File: src/rtl/mem_port_arbiter_if.sv
// Request/grant bundle for the two requesters plus the shared single-port RAM
// and the debug contention counter.
interface mem_port_arbiter_if #(
  parameter int ADDR_W = 16,
  parameter int DATA_W = 16,
  parameter int CNT_W  = 8
);
  logic              cpu_req;
  logic              cpu_we;
  logic [ADDR_W-1:0] cpu_addr;
  logic [DATA_W-1:0] cpu_wdata;
  logic              cpu_gnt;
  logic              cpu_rvalid;
  logic [DATA_W-1:0] cpu_rdata;

  logic              io_req;
  logic              io_we;
  logic [ADDR_W-1:0] io_addr;
  logic [DATA_W-1:0] io_wdata;
  logic              io_gnt;
  logic              io_rvalid;
  logic [DATA_W-1:0] io_rdata;

  logic              mem_en;
  logic              mem_we;
  logic [ADDR_W-1:0] mem_addr;
  logic [DATA_W-1:0] mem_wdata;
  logic [DATA_W-1:0] mem_rdata;

  logic [CNT_W-1:0]  conflict_cnt;

  // Arbiter side.
  modport slave (
    input  cpu_req, cpu_we, cpu_addr, cpu_wdata,
    output cpu_gnt, cpu_rvalid, cpu_rdata,
    input  io_req, io_we, io_addr, io_wdata,
    output io_gnt, io_rvalid, io_rdata,
    output mem_en, mem_we, mem_addr, mem_wdata,
    input  mem_rdata,
    output conflict_cnt
  );

  // Requester / RAM / debug side.
  modport master (
    output cpu_req, cpu_we, cpu_addr, cpu_wdata,
    input  cpu_gnt, cpu_rvalid, cpu_rdata,
    output io_req, io_we, io_addr, io_wdata,
    input  io_gnt, io_rvalid, io_rdata,
    input  mem_en, mem_we, mem_addr, mem_wdata,
    output mem_rdata,
    input  conflict_cnt
  );
endinterface

File: src/rtl/mem_port_arbiter.sv
// Two-requester arbiter for one single-port sync RAM: grant one cycle after request,
// read data two cycles after request; requesters hold req until their gnt pulse.
module mem_port_arbiter #(
  parameter int ADDR_W = 16,
  parameter int DATA_W = 16,
  parameter bit RR_EN  = 1'b1,
  parameter int CNT_W  = 8
) (
  input  logic               clock,
  input  logic               reset,
  mem_port_arbiter_if.slave  bus
);

  typedef enum logic {IDLE, ACCESS} state_t;

  state_t            state, state_nxt;
  logic              owner, last_owner;  // 0 = CPU, 1 = IO
  logic              winner, grant_now, cnt_inc;
  logic              rv_pend, rv_owner;
  logic              mem_en_q, mem_we_q;
  logic [ADDR_W-1:0] mem_addr_q;
  logic [DATA_W-1:0] mem_wdata_q;
  logic [DATA_W-1:0] cpu_rd_q, io_rd_q;
  logic [CNT_W-1:0]  cnt_q;

  always_ff @(posedge clock or negedge reset) begin
    if (!reset) state <= IDLE;
    else        state <= state_nxt;
  end

  always_comb begin
    state_nxt = state;
    winner    = 1'b0;
    grant_now = 1'b0;
    cnt_inc   = 1'b0;
    case (state)
      IDLE: begin
        if (bus.cpu_req && bus.io_req) begin
          winner  = RR_EN ? ~last_owner : 1'b0;
          cnt_inc = 1'b1;
        end else begin
          winner  = bus.io_req;
        end
        if (bus.cpu_req || bus.io_req) begin
          grant_now = 1'b1;
          state_nxt = ACCESS;
        end
      end
      ACCESS: begin
        state_nxt = IDLE;
        cnt_inc   = owner ? bus.cpu_req : bus.io_req;
      end
      default: state_nxt = IDLE;
    endcase
  end

  always_ff @(posedge clock or negedge reset) begin
    if (!reset) begin
      owner       <= 1'b0;
      last_owner  <= 1'b1;
      mem_en_q    <= 1'b0;
      mem_we_q    <= 1'b0;
      mem_addr_q  <= '0;
      mem_wdata_q <= '0;
      rv_pend     <= 1'b0;
      rv_owner    <= 1'b0;
      cpu_rd_q    <= '0;
      io_rd_q     <= '0;
      cnt_q       <= '0;
    end else begin
      if (grant_now) begin
        owner       <= winner;
        last_owner  <= winner;
        mem_en_q    <= 1'b1;
        mem_we_q    <= winner ? bus.io_we    : bus.cpu_we;
        mem_addr_q  <= winner ? bus.io_addr  : bus.cpu_addr;
        mem_wdata_q <= winner ? bus.io_wdata : bus.cpu_wdata;
      end else begin
        mem_en_q    <= 1'b0;
        mem_we_q    <= 1'b0;
      end
      // RAM output appears the cycle after an enabled read; hold it per requester.
      rv_pend  <= (state == ACCESS) && !mem_we_q;
      rv_owner <= owner;
      if (rv_pend) begin
        if (rv_owner) io_rd_q  <= bus.mem_rdata;
        else          cpu_rd_q <= bus.mem_rdata;
      end
      if (cnt_inc && (cnt_q != {CNT_W{1'b1}}))
        cnt_q <= cnt_q + 1'b1;
    end
  end

  assign bus.cpu_gnt      = (state == ACCESS) && !owner;
  assign bus.io_gnt       = (state == ACCESS) &&  owner;
  assign bus.cpu_rvalid   = rv_pend && !rv_owner;
  assign bus.io_rvalid    = rv_pend &&  rv_owner;
  assign bus.cpu_rdata    = bus.cpu_rvalid ? bus.mem_rdata : cpu_rd_q;
  assign bus.io_rdata     = bus.io_rvalid  ? bus.mem_rdata : io_rd_q;
  assign bus.mem_en       = mem_en_q;
  assign bus.mem_we       = mem_we_q;
  assign bus.mem_addr     = mem_addr_q;
  assign bus.mem_wdata    = mem_wdata_q;
  assign bus.conflict_cnt = cnt_q;

endmodule

File: src/flat_wrapper.sv
// flat-port wrapper written by rule: the top's interface ports become plain ports
module mem_port_arbiter_flat 
#(
  parameter int ADDR_W = 16,
  parameter int DATA_W = 16,
  parameter bit RR_EN  = 1'b1,
  parameter int CNT_W  = 8
)
  (clock, reset, bus_cpu_req, bus_cpu_we, bus_cpu_addr, bus_cpu_wdata, bus_cpu_gnt, bus_cpu_rvalid, bus_cpu_rdata, bus_io_req, bus_io_we, bus_io_addr, bus_io_wdata, bus_io_gnt, bus_io_rvalid, bus_io_rdata, bus_mem_en, bus_mem_we, bus_mem_addr, bus_mem_wdata, bus_mem_rdata, bus_conflict_cnt);
  mem_port_arbiter_if #(.ADDR_W(ADDR_W), .DATA_W(DATA_W), .CNT_W(CNT_W)) bus_i ();
  input  logic clock;
  input  logic reset;
  input wire logic [$bits(bus_i.cpu_req)-1:0] bus_cpu_req;
  input wire logic [$bits(bus_i.cpu_we)-1:0] bus_cpu_we;
  input wire logic [$bits(bus_i.cpu_addr)-1:0] bus_cpu_addr;
  input wire logic [$bits(bus_i.cpu_wdata)-1:0] bus_cpu_wdata;
  output wire logic [$bits(bus_i.cpu_gnt)-1:0] bus_cpu_gnt;
  output wire logic [$bits(bus_i.cpu_rvalid)-1:0] bus_cpu_rvalid;
  output wire logic [$bits(bus_i.cpu_rdata)-1:0] bus_cpu_rdata;
  input wire logic [$bits(bus_i.io_req)-1:0] bus_io_req;
  input wire logic [$bits(bus_i.io_we)-1:0] bus_io_we;
  input wire logic [$bits(bus_i.io_addr)-1:0] bus_io_addr;
  input wire logic [$bits(bus_i.io_wdata)-1:0] bus_io_wdata;
  output wire logic [$bits(bus_i.io_gnt)-1:0] bus_io_gnt;
  output wire logic [$bits(bus_i.io_rvalid)-1:0] bus_io_rvalid;
  output wire logic [$bits(bus_i.io_rdata)-1:0] bus_io_rdata;
  output wire logic [$bits(bus_i.mem_en)-1:0] bus_mem_en;
  output wire logic [$bits(bus_i.mem_we)-1:0] bus_mem_we;
  output wire logic [$bits(bus_i.mem_addr)-1:0] bus_mem_addr;
  output wire logic [$bits(bus_i.mem_wdata)-1:0] bus_mem_wdata;
  input wire logic [$bits(bus_i.mem_rdata)-1:0] bus_mem_rdata;
  output wire logic [$bits(bus_i.conflict_cnt)-1:0] bus_conflict_cnt;
  assign bus_i.cpu_req = bus_cpu_req;
  assign bus_i.cpu_we = bus_cpu_we;
  assign bus_i.cpu_addr = bus_cpu_addr;
  assign bus_i.cpu_wdata = bus_cpu_wdata;
  assign bus_cpu_gnt = bus_i.cpu_gnt;
  assign bus_cpu_rvalid = bus_i.cpu_rvalid;
  assign bus_cpu_rdata = bus_i.cpu_rdata;
  assign bus_i.io_req = bus_io_req;
  assign bus_i.io_we = bus_io_we;
  assign bus_i.io_addr = bus_io_addr;
  assign bus_i.io_wdata = bus_io_wdata;
  assign bus_io_gnt = bus_i.io_gnt;
  assign bus_io_rvalid = bus_i.io_rvalid;
  assign bus_io_rdata = bus_i.io_rdata;
  assign bus_mem_en = bus_i.mem_en;
  assign bus_mem_we = bus_i.mem_we;
  assign bus_mem_addr = bus_i.mem_addr;
  assign bus_mem_wdata = bus_i.mem_wdata;
  assign bus_i.mem_rdata = bus_mem_rdata;
  assign bus_conflict_cnt = bus_i.conflict_cnt;
  mem_port_arbiter #(.ADDR_W(ADDR_W), .DATA_W(DATA_W), .RR_EN(RR_EN), .CNT_W(CNT_W)) u_core (.clock(clock), .reset(reset), .bus(bus_i));
endmodule
File: config.mk
export PLATFORM = sky130hd
export DESIGN_NAME = mem_port_arbiter_flat
export DESIGN_NICKNAME = d
export VERILOG_FILES = /design/src/rtl/mem_port_arbiter_if.sv /design/src/rtl/mem_port_arbiter.sv /design/src/flat_wrapper.sv
export SDC_FILE = /design/constraint.sdc
export NUM_CORES = 1
export LEC_CHECK = 0
export ABC_AREA = 0
export CAP_MARGIN = 20
export CORE_ASPECT_RATIO = 0.9
export CORE_MARGIN = 2
export CORE_UTILIZATION = 43
export DETAILED_ROUTE_END_ITERATION = 10
export GPL_ROUTABILITY_DRIVEN = 0
export PLACE_DENSITY_LB_ADDON = 0.15
export SYNTH_ARGS = -nofsm -noshare
export SYNTH_HDL_FRONTEND = slang
export SYNTH_SLANG_ARGS = --single-unit
File: constraint.sdc
create_clock -name clock -period 3 [get_ports clock]
set_input_delay 0.3 -clock clock [delete_from_list [all_inputs] [get_ports clock]]
set_output_delay 0.3 -clock clock [all_outputs]
set_load 0.005 [all_outputs]
==> results.sh <==
export IMPL_reg2reg_depth=4
export IMPL_num_io_pins=164
export IMPL_path_cells="nor2b_1 -> buf_4 -> mux2_2 -> clkdlybuf4s50_1"
export IMPL_rrSetupSlack_ps=1140
export IMPL_reg2reg_to="u_core.bus.mem_wdata[3]"
export IMPL_fin_crit_sh_pct=74.9
export IMPL_cts_setup_buffers=0
export IMPL_rsz0062_at_grt="no"
export IMPL_yosysTopAreaCell="dfrtp_1"
export IMPL_clk_latency_ps=350
export IMPL_syn_area_per_cell_um2=12.0
export IMPL_gr_total_overflow=0
export IMPL_relSlewSlack_pct=48.5
export IMPL_cts_repair_resized=0
export IMPL_io_buffers=163
export IMPL_power_density_nw_per_um2=760
export IMPL_cp_end_kind="primary output"
export IMPL_drive_gt1_share_pct=14.6
export IMPL_start_kind="flip-flop"
export IMPL_diodes=0
export IMPL_ys_ff_latch=78
export IMPL_worst_setup_path_type="flip-flop to primary output"
export IMPL_slew_viol_final=0
export IMPL_cts_buffers=9
export IMPL_cp_required_ps=2700
export IMPL_p_leak_nw=2.15
export IMPL_period_minus_slack_ps=2250
export IMPL_avgViaCountPerCell=5.06
export IMPL_crit_arrival_ps=1950
export IMPL_clk_pin_slew_ps=80
export IMPL_clock_path_buffers=2
export IMPL_worstPathMaxFanout=17
export IMPL_grt_pass1_wl_um=13200
export IMPL_wl_per_cell_um=15.5
export IMPL_hold_buffers=0
export IMPL_drt_iter0_markers=84
export IMPL_fp_dieW_um=95.5
export IMPL_ys_dominant_reg_cell="dfrtp_1"
export IMPL_cts_num_sinks=78
export IMPL_synthesis_nets=358
export IMPL_drtPass1Iterations=4
export IMPL_vias=2702
export IMPL_startpoint="u_core.rv_owner"
export IMPL_max_vdd_ir_drop_v=0.000406
export IMPL_synth_cell_types=31
export IMPL_holdCritPathClass="input port to asynchronous set/reset pin"
export IMPL_grt_pass1_vias=2734
export IMPL_grt_max_degree=79
export IMPL_fmax_mhz=445
export IMPL_synth_warnings=0
export IMPL_drc=0
export IMPL_tightest_slew_ps=773
export IMPL_dp_hpwl_um=5980
export IMPL_dp_cells=516
export IMPL_ys_seq_area_share_pct=60.3
export IMPL_final_cells=534
export IMPL_grt_usage_pct=20.9
export IMPL_finalWirelength_um=8280
export IMPL_status="completed"
export IMPL_setup_viol=0
export IMPL_cts_max_level=3
export IMPL_die_height_um=86.4
export IMPL_final_hold_viol_count=0
export IMPL_synthTopCellsByCount="dfrtp_1 (77), nand2_1 (35), mux2_2 (33), o22ai_1 (32), o21ai_1 (29)"
export IMPL_drv_cap=0
export IMPL_async_flop_share_pct=100
export IMPL_syn_cell_area_um2=3240
export IMPL_synth_edf_count=0
export IMPL_netlist_instances=271
export IMPL_finalSetupTns_ps=0
export IMPL_postRouteAntennaNets=0
export IMPL_synth_top_area_share_pct=59.5
export IMPL_die_area_um2=8250
export IMPL_slowest_stage="clkdlybuf4s50_1"
export IMPL_synthTopCellsByArea="dfrtp_1 (59%), mux2_2 (11%), o22ai_1 (6.2%)"
export IMPL_slowest_delay_ps=470
export IMPL_crit_reg2reg_launch="u_core.last_owner"
export IMPL_utilization_pct=69.5
export IMPL_initial_core_util_pct=43.6
export IMPL_cts_root_buf="clkbuf_8"
export IMPL_finalNetCount=520
export IMPL_synth_most_common_cell="dfrtp_1"
export IMPL_areaGrowthSynthToFinish_pct=59.3
export IMPL_cts_tree="built"
export IMPL_rows=30
export IMPL_core_area_um2=7430
export IMPL_antenna_found_initial=0
export IMPL_fin_skew_ps=3.39
## worst max-delay path by stage
stage                                            end  slack, ps  depth (start not counted)
after floorplan           u_core.bus.conflict_cnt[1]       1340                          4
after global placement       u_core.bus.mem_addr[15]        750                          5
after detailed placement     u_core.bus.mem_wdata[0]        680                          5
after CTS                           bus_cpu_rdata[0]        710                          4
after global routing               bus_cpu_rdata[11]        640                          4
final                               bus_cpu_rdata[0]        750                          4
## power breakdown
| group | switching [mW] | internal [mW] |
|---|---|---|
| Clock | 0.393 | 0.411 |
| Combinational | 0.547 | 0.992 |
| Sequential | 0.173 | 1.41 |
| Total | 1.11 | 2.81 |
## cell families after synthesis
group                    count (synthesis)  share of synthesized area, %
AO/OA/AOI/OAI                           75                          13.7
XOR/XNOR                                 2                         0.541
adder cells (fa/ha/maj)                  1                         0.386
buffers and inverters                   23                          4.25
flip-flops                              78                          60.3
multiplexers                            37                          12.9
AND/OR/NAND/NOR                         55                          7.99
## critical path, delay by kind of cell, from the launching register on
kind | cells | cell delay [ps]
buf+inv | 2 | 730
flops | 1 | 390
mux | 1 | 380
simple gates | 1 | 110
## metrics by stage
step	area [um^2]	power, mW	worst slack (ps)	hold slack (ps)
6_report	5160	3.92	752	301
5_1_grt	5160	4.20	642	293
4_1_cts	5120	3.97	711	132
3_5_place_dp	4920	3.15	675	404
3_3_place_gp	4920	3.10	748	408
2_1_floorplan	3240	2.17	1340	4.41
## final cells by class
cell class | count | area, um^2
fillers | 563 | 2270
inverters | 6 | 22.5
repair buffers | 168 | 1700
clock inverters | 6 | 70.1
well taps | 96 | 120
multi-input cells | 170 | 1160
clock buffers | 10 | 138
flip-flops and latches | 78 | 1950
## layout by cell type (no fill, tap or decap)
master	Yosys	layout
dfrtp_1	77	77
nor2_1	8	8
o21ai_0	3	3
o22ai_1	32	32
xnor2_1	1	1
clkdlybuf4s50_1	0	162
mux2_2	33	33
buf_16	0	1
buf_12	0	1
and2_2	1	1
nor2_8	1	1
and4_2	2	2
clkinv_4	0	1
a21oi_1	5	5
nand2_1	35	35
clkbuf_8	0	10
nand4_1	3	3
dfstp_2	1	1
a21bo_2	1	1
mux2i_1	3	3
and3_1	3	3
o21ai_1	29	29
ha_1	1	1
mux2_4	1	1
inv_1	6	6
clkinvlp_4	0	3
inv_6	0	1
xor2_1	1	1
a21o_1	1	1
a31oi_1	2	2
nor2_2	1	1
o21ai_4	0	1
bufinv_16	0	1
buf_4	4	3
a211oi_4	1	1
nor2b_1	1	1
dlygate4sd3_1	0	1
## metal layers
metal  track usage, %  part of all wire, %
met5                0                    0
met4             5.45                  1.3
met3             9.22                  8.7
met2             35.8                   51
met1             23.9                   39
## sequential cells by signal, indices dropped and copies added, names as in the netlist
register                 flops
u_core.cpu_rd_q             16
u_core.last_owner            1
u_core.owner                 1
u_core.bus.mem_en            1
u_core.bus.mem_we            1
u_core.bus.mem_addr         16
u_core.bus.conflict_cnt      8
u_core.rv_pend               1
u_core.io_rd_q              16
u_core.rv_owner              1
u_core.bus.mem_wdata        16
Note: power is estimated with default switching activity, not from simulation.
